--- config.mk ---
export PLATFORM = sky130hd
export DESIGN_NAME = rx_packet_ctrl
export DESIGN_NICKNAME = d
export VERILOG_FILES = /design/src/rtl/rx_packet_ctrl.sv
export SDC_FILE = /design/constraint.sdc
export NUM_CORES = 1
export LEC_CHECK = 0
export ABC_CLOCK_PERIOD_IN_PS = 4100
export CORE_UTILIZATION = 35
export DETAILED_ROUTE_END_ITERATION = 6
export PLACE_DENSITY = 0.6
export RECOVER_POWER = 25
export SYNTH_ARGS = -nofsm -noshare
export SYNTH_HDL_FRONTEND = slang
export SYNTH_SLANG_ARGS = --single-unit
export TNS_END_PERCENT = 30
--- constraint.sdc ---
create_clock -name clk -period 4.1 [get_ports clk]
set_clock_uncertainty 0.05 [all_clocks]
set_input_delay 0.615 -clock clk [delete_from_list [all_inputs] [get_ports clk]]
set_output_delay 0.615 -clock clk [all_outputs]
set_load 0.02 [all_outputs]
--- src/rtl/rx_packet_ctrl.sv ---
// rx_packet_ctrl -- receive-side control for an asynchronous serial port.
// Synchronizes the raw line, finds the start edge, strobes a downstream
// LSB-first shift register at mid-bit, checks the stop bit and loads the
// received word with data_ready / framing_error / overrun_error status.
//
// Optional build macro RX_START_VERIFY_EN: when defined, the start bit is
// re-sampled at mid-bit (START_CHK state) so short line glitches are
// rejected. When undefined, START_CHK is absent and a start edge goes
// straight to RECEIVE with the same first-bit sampling point.

module rx_packet_ctrl #(
   parameter int CLKS_PER_BIT  = 10,
   parameter int NUM_DATA_BITS = 8
) (
   input  logic                     clk,
   input  logic                     n_rst,
   input  logic                     serial_in,
   input  logic                     data_read,
   input  logic [NUM_DATA_BITS:0]   sr_data,
   output logic                     serial_sync,
   output logic                     shift_enable,
   output logic [NUM_DATA_BITS-1:0] rx_data,
   output logic                     data_ready,
   output logic                     framing_error,
   output logic                     overrun_error
);

   localparam int CNT_W = $clog2(CLKS_PER_BIT);
   localparam int BIT_W = $clog2(NUM_DATA_BITS + 2);

   localparam logic [CNT_W-1:0] C_BIT_LAST   = CNT_W'(CLKS_PER_BIT - 1);
   localparam logic [BIT_W-1:0] C_BITS_TOTAL = BIT_W'(NUM_DATA_BITS + 1);
`ifdef RX_START_VERIFY_EN
   localparam logic [CNT_W-1:0] C_HALF_LAST  = CNT_W'(CLKS_PER_BIT / 2 - 1);
`else
   localparam logic [CNT_W-1:0] C_HALF       = CNT_W'(CLKS_PER_BIT / 2);
`endif

`ifdef RX_START_VERIFY_EN
   typedef enum logic [2:0] {
      S_IDLE, S_START_CHK, S_RECEIVE, S_STOP_CHK, S_LOAD
   } state_t;
`else
   typedef enum logic [2:0] {
      S_IDLE, S_RECEIVE, S_STOP_CHK, S_LOAD
   } state_t;
`endif

   logic                     r_sync1;
   logic                     r_sync2;
   logic                     r_prev;
   state_t                   r_state;
   logic [CNT_W-1:0]         r_clk_cnt;
   logic [BIT_W-1:0]         r_bit_cnt;
   logic                     r_shift_enable;
   logic [NUM_DATA_BITS-1:0] r_rx_data;
   logic                     r_data_ready;
   logic                     r_framing_error;
   logic                     r_overrun_error;
`ifndef RX_START_VERIFY_EN
   // Set on entry to RECEIVE: the first terminal count lands mid start bit
   // and must not strobe the shift register.
   logic                     r_skip_start;
`endif

   logic w_start_edge;

   assign w_start_edge  = r_prev & ~r_sync2;
   assign serial_sync   = r_sync2;
   assign shift_enable  = r_shift_enable;
   assign rx_data       = r_rx_data;
   assign data_ready    = r_data_ready;
   assign framing_error = r_framing_error;
   assign overrun_error = r_overrun_error;

   // Two-flop synchronizer plus one history flop for falling-edge detection.
   // NOTE: reset to 1 (line idle) so releasing reset never fakes a start edge.
   always_ff @(posedge clk or negedge n_rst) begin
      if (!n_rst) begin
         r_sync1 <= 1'b1;
         r_sync2 <= 1'b1;
         r_prev  <= 1'b1;
      end else begin
         // NOTE: non-blocking so each flop takes the previous stage's old value.
         r_sync1 <= serial_in;
         r_sync2 <= r_sync1;
         r_prev  <= r_sync2;
      end
   end

   // Frame FSM with registered strobe and status outputs.
   always_ff @(posedge clk or negedge n_rst) begin
      if (!n_rst) begin
         r_state         <= S_IDLE;
         r_clk_cnt       <= '0;
         r_bit_cnt       <= '0;
         r_shift_enable  <= 1'b0;
         r_rx_data       <= '0;
         r_data_ready    <= 1'b0;
         r_framing_error <= 1'b0;
         r_overrun_error <= 1'b0;
`ifndef RX_START_VERIFY_EN
         r_skip_start    <= 1'b0;
`endif
      end else begin
         r_shift_enable <= 1'b0;
         // Host acknowledge; the LOAD branch below overrides on a collision.
         if (data_read) begin
            r_data_ready    <= 1'b0;
            r_overrun_error <= 1'b0;
         end

         case (r_state)
            S_IDLE: begin
               if (w_start_edge) begin
                  r_framing_error <= 1'b0;
                  r_bit_cnt       <= '0;
`ifdef RX_START_VERIFY_EN
                  r_clk_cnt       <= '0;
                  r_state         <= S_START_CHK;
`else
                  r_clk_cnt       <= C_HALF;
                  r_skip_start    <= 1'b1;
                  r_state         <= S_RECEIVE;
`endif
               end
            end

`ifdef RX_START_VERIFY_EN
            S_START_CHK: begin
               if (r_clk_cnt == C_HALF_LAST) begin
                  r_clk_cnt <= '0;
                  r_state   <= r_sync2 ? S_IDLE : S_RECEIVE;
               end else begin
                  r_clk_cnt <= r_clk_cnt + CNT_W'(1);
               end
            end
`endif

            S_RECEIVE: begin
               if (r_bit_cnt == C_BITS_TOTAL) begin
                  r_state <= S_STOP_CHK;
               end else if (r_clk_cnt == C_BIT_LAST) begin
                  r_clk_cnt <= '0;
`ifdef RX_START_VERIFY_EN
                  r_shift_enable <= 1'b1;
                  r_bit_cnt      <= r_bit_cnt + BIT_W'(1);
`else
                  if (r_skip_start) begin
                     r_skip_start <= 1'b0;
                  end else begin
                     r_shift_enable <= 1'b1;
                     r_bit_cnt      <= r_bit_cnt + BIT_W'(1);
                  end
`endif
               end else begin
                  r_clk_cnt <= r_clk_cnt + CNT_W'(1);
               end
            end

            // The last strobe has been captured by the shift register here.
            S_STOP_CHK: begin
               if (!sr_data[NUM_DATA_BITS]) begin
                  r_framing_error <= 1'b1;
                  r_state         <= S_IDLE;
               end else begin
                  r_state <= S_LOAD;
               end
            end

            S_LOAD: begin
               r_rx_data       <= sr_data[NUM_DATA_BITS-1:0];
               r_data_ready    <= 1'b1;
               r_overrun_error <= r_data_ready & ~data_read;
               r_state         <= S_IDLE;
            end

            default: r_state <= S_IDLE;
         endcase
      end
   end

endmodule
# Word-level counts from Yosys, hierarchy flattened
# Index checks and enable logic that the tools add are counted.
# word_totals
register_bits	27
output_inout_bits	13
in_bits	13
elab_cells	65
# op_classes
mux	27
n_addsub	2
eq_ne	11
n_reduce_logical	9
n_bitwise	4
# ops
operator	count
two-way mux 4 bit	7
case mux 4 bit (2 select lines)	2
two-way mux 1 bit	12
!= test 2 bit (second input constant)	6
case mux 3 bit (3 select lines)	1
adder 4 x 1 -> 4 bit (second input constant)	2
== test 4 bit (second input constant)	2
== test 3 x 2 -> 1 bit (second input constant)	2
two-way mux 3 bit	2
AND reduction 3 bit	2
nonzero test 2 bit	3
AND reduction 5 bit	1
case mux 1 bit (2 select lines)	2
AND reduction 4 bit	1
== test 3 x 1 -> 1 bit (second input constant)	1
logical NOT 3 bit	1
bitwise AND 1 bit	2
two-way mux 2 bit	1
NOT 1 bit	2
AND reduction 2 bit	1

# Longest topological paths before layout
# logic_depth
depth_word	5
depth_mapped	5
ltp_nobuf	5

# Worst setup path after synthesis
# No wires, ideal clock.
# synth_timing
path_kind	register to register
startpoint	register r_state[0]
endpoint	register r_clk_cnt[0]
synth_period_minus_slack_ns	1.673
path_buffers	1
setup_time_ns	0.125
required_time_ns	3.925
path_slack_ns	2.427
stages_incl_launch_ff	5
t_arrival_ns	1.498
path_cell_list	dfrtp_1 -> buf_6 -> or4b_4 -> o21ai_2 -> mux2_2
# synth_between
elab_chain_cells	3
word_cells_on_any_way	7
classes_between	3 x eq/ne; 1 x mux; 3 x reduce/logical
# synth_lines
element	line	source
start: declaration	52	state_t r_state;
start signal: assignment	94	r_state <= S_IDLE;
start signal: assignment	124	r_state <= S_RECEIVE;
start signal: assignment	142	r_state <= S_STOP_CHK;
== test 3 x 1 -> 1 bit or logical NOT 3 bit (tied branches)	113	case (r_state)
!= test 2 bit (no source line) or nonzero test 2 bit (tied branches)	--	
AND reduction 3 bit (no source line)	--	
end signal: assignment	157	r_clk_cnt <= r_clk_cnt + CNT_W'(1);
end: declaration	53	logic [CNT_W-1:0] r_clk_cnt;
# Several ways; a longest one is shown, not always the timed one.
# A chain may end at the register's enable or synchronous reset.

# Final worst setup path
# layout_timing
startpoint	register r_sync2 (netlist: serial_sync)
endpoint	output serial_sync
# layout_rtl
element	line	source
start: declaration	50	logic r_sync2;
start signal: assignment	86	r_sync2 <= r_sync1;
end: declaration	20	output logic serial_sync,
# No word-level cell between the ends.

==> impl_metrics.yaml <==
outcome:
  status: "finished clean"
timing:
  fmax_mhz: 457
  fin_crit_ns: 2.19
  drv_slew: 0
  layout_setup_ws_ns: 1.91
  worst_pin_slew_ns: 1.05
  hold_viol: 0
  hold_slack_ns: 0.323
  setup_violations: 0
  rsz0062_at_grt: "false"
  relSlewSlack_pct: 29.7
  period_share_pct: 53.4
  setup_tns_ns: 0
cells_and_area:
  layout_commonest_cell: "dfrtp_1"
  area_delta_synth_final_pct: 28.1
  nFillCells: 337
  drive_gt1_share_pct: 15.3
  final_area_mm2: 0.00156
  multiInputGateArea_um2: 520
  fin_nets: 149
  final-seq-area_um2: 654
  mostFrequentLayoutCells: "dfrtp_1, clkdlybuf4s50_1, mux2_2"
  diodes: 0
logic_synthesis:
  synthTopCellsByArea: "dfrtp_1, mux2_2, dfstp_2, ha_1, nand2b_1"
  postSynthAreaPerCell_um2: 11.6
  ys_seq_area_share_pct: 53.7
  async_flop_share_pct: 100
  yosysTopAreaCell: "dfrtp_1"
  yosys.cell_types.count: 36
  yosysTopAreaCellShare_pct: 47.2
  synthesis.area_mm2: 0.00122
  syn-instance-count: 105
  synth_top_flop_cell: "dfrtp_1"
  syn_nets: 122
  yosysWarnings: 0
  synth_seq_cells: 26
  synth_edf_count: 0
global_route:
  antenna_found_initial: 0
  grt_pass1_vias: 918
  grt_use_total_pct: 14.2
  grt_pass1_wl_um: 3880
  grt_overflow: 0
  grt_max_degree: 25
detailed_routing:
  vias: 902
  drt-initial-drc-count: 13
  wl_um: 2310
  final_antenna_net_count: 0
  wl_per_cell_um: 13.1
  viasPerCell: 5.10
  drc_errors: 0
  first_pass_iters: 4
worst_setup_path:
  worstPathMaxFanout: 4
  cp.required_ns: 3.43
  crit_path_cell_trace: "clkdlybuf4s50_1"
  critical_path.max_stage_delay_ns: 0.62
  end_kind: "primary output"
  crit_type: "reg2out"
  crit_arrival_ns: 1.53
  crit_buf_inv: 1
  critical_path.top_delay_family: "buffers and inverters"
  cp_slowest_cell: "clkdlybuf4s50_1"
  startpoint_type: "register"
clock_tree:
  path_clk_slew_ns: 0.14
  clock_latency_ns: 0.32
  numCtsBuffers: 3
  cts_buffer_depth: 2
  clock-sinks: 26
  hold_buffers: 0
  post_cts_buffers: 0
  root_buffer: "clkbuf_4"
  cts-htree-levels: 1
  cts_tree: "built"
  postCtsResizedCells: 0
placement:
  post-place-ws_ns: 2.13
  dpl_cell_area_mm2: 0.00151
  portBuffers: 25
  gp_congestion: 0.758
  dpl.hpwl_um: 1740
floorplan:
  die_y_um: 61.0
  fp.dieW_um: 61.0
  die-area_mm2: 0.00372
  row_count: 21
  core-area_mm2: 0.00334
  start_util_pct: 36.5
  ios: 26
power_and_ir_drop:
  peakVddDrop_v: 0.000176
  p_leak_nw: 0.696
  pwr_density_cell_mw_per_mm2: 305
min_path:
  hp-class: "reg2reg"
flow_run:
  cap_violations: 0
## cells in the mapped netlist (2+ instances only)
cell type / count
nand2b_1: 5
o211ai_1: 3
dfstp_2: 3
nor2_1: 2
o21ai_0: 6
mux2_2: 10
nand2_1: 8
nor3_1: 2
inv_1: 5
and3b_1: 2
dfrtp_1: 23
nand3_1: 6
a31oi_1: 4
ha_1: 4
## registers in the layout, summed over array words and instances, names as in the netlist
name,flops
data_ready,1
framing_error,1
overrun_error,1
r_bit_cnt,4
r_clk_cnt,4
r_prev,1
r_skip_start,1
r_state,2
r_sync1,1
rx_data,8
serial_sync,1
shift_enable,1
## worst paths after layout
kind | from | to | slack (ns) | depth (start not counted)
setup / recovery | serial_sync$_DFF_PN1_ | serial_sync | 1.91 | 1
hold / removal | r_sync1$_DFF_PN1_ | serial_sync$_DFF_PN1_ | 0.32 | 0
max in group asynchronous | n_rst | rx_data[0]$_DFFE_PN0P_ | 2.50 | 2
min in group asynchronous | n_rst | r_bit_cnt[0]$_DFFE_PN0P_ | 0.86 | 1
setup reg to reg | r_state[0]$_DFFE_PN0P_ | r_clk_cnt[0]$_DFFE_PN0P_ | 2.32 | 3
hold reg to reg | r_sync1$_DFF_PN1_ | serial_sync$_DFF_PN1_ | 0.32 | 0
## area by class of cell
class,count,area share (%)
tap,46,3.69
inverter,5,1.20
sequential,26,41.9
clock buffer,3,1.44
timing repair buffer,26,16.5
clock inverter,1,1.92
multi-input combinational,70,33.3
## layer usage
layer / up-vias / track usage (%) / share of wire (%)
li1: 426 / - / -
met1: 441 / 17.8 / 43
met2: 33 / 23.5 / 50
met3: 2 / 3.84 / 6.6
met4: 0 / 5.19 / 0.65
met5: - / 0 / 0
## stage by stage
stage          util (%)  power [mW]  cells
6_report           46.8       0.476    177
5_1_grt            46.8       0.498    177
4_1_cts            46.8       0.484    177
3_5_place_dp       45.2       0.308    173
3_3_place_gp       45.2       0.307    173
2_1_floorplan         -       0.281    105
## kinds of logic (layout without fill, tap and decap cells)
group	after synthesis	after routing	share of synthesized area, %
and+or+nand+nor	33	33	16.0
muxes	11	11	10.1
adders and majority gates	4	4	4.11
DFF	26	26	53.7
AOI/OAI and AO/OA	22	22	12.5
buffers and inverters	9	35	3.59
## power by group
| group | switching, mW | internal, mW | total, mW |
|---|---|---|---|
| clock | 0.0754 | 0.0988 | 0.174 |
| sequential | 0.00284 | 0.263 | 0.266 |
| combinational | 0.0151 | 0.0209 | 0.0360 |
| total | 0.0933 | 0.383 | 0.476 |
Note: power is estimated with default switching activity, not from simulation.
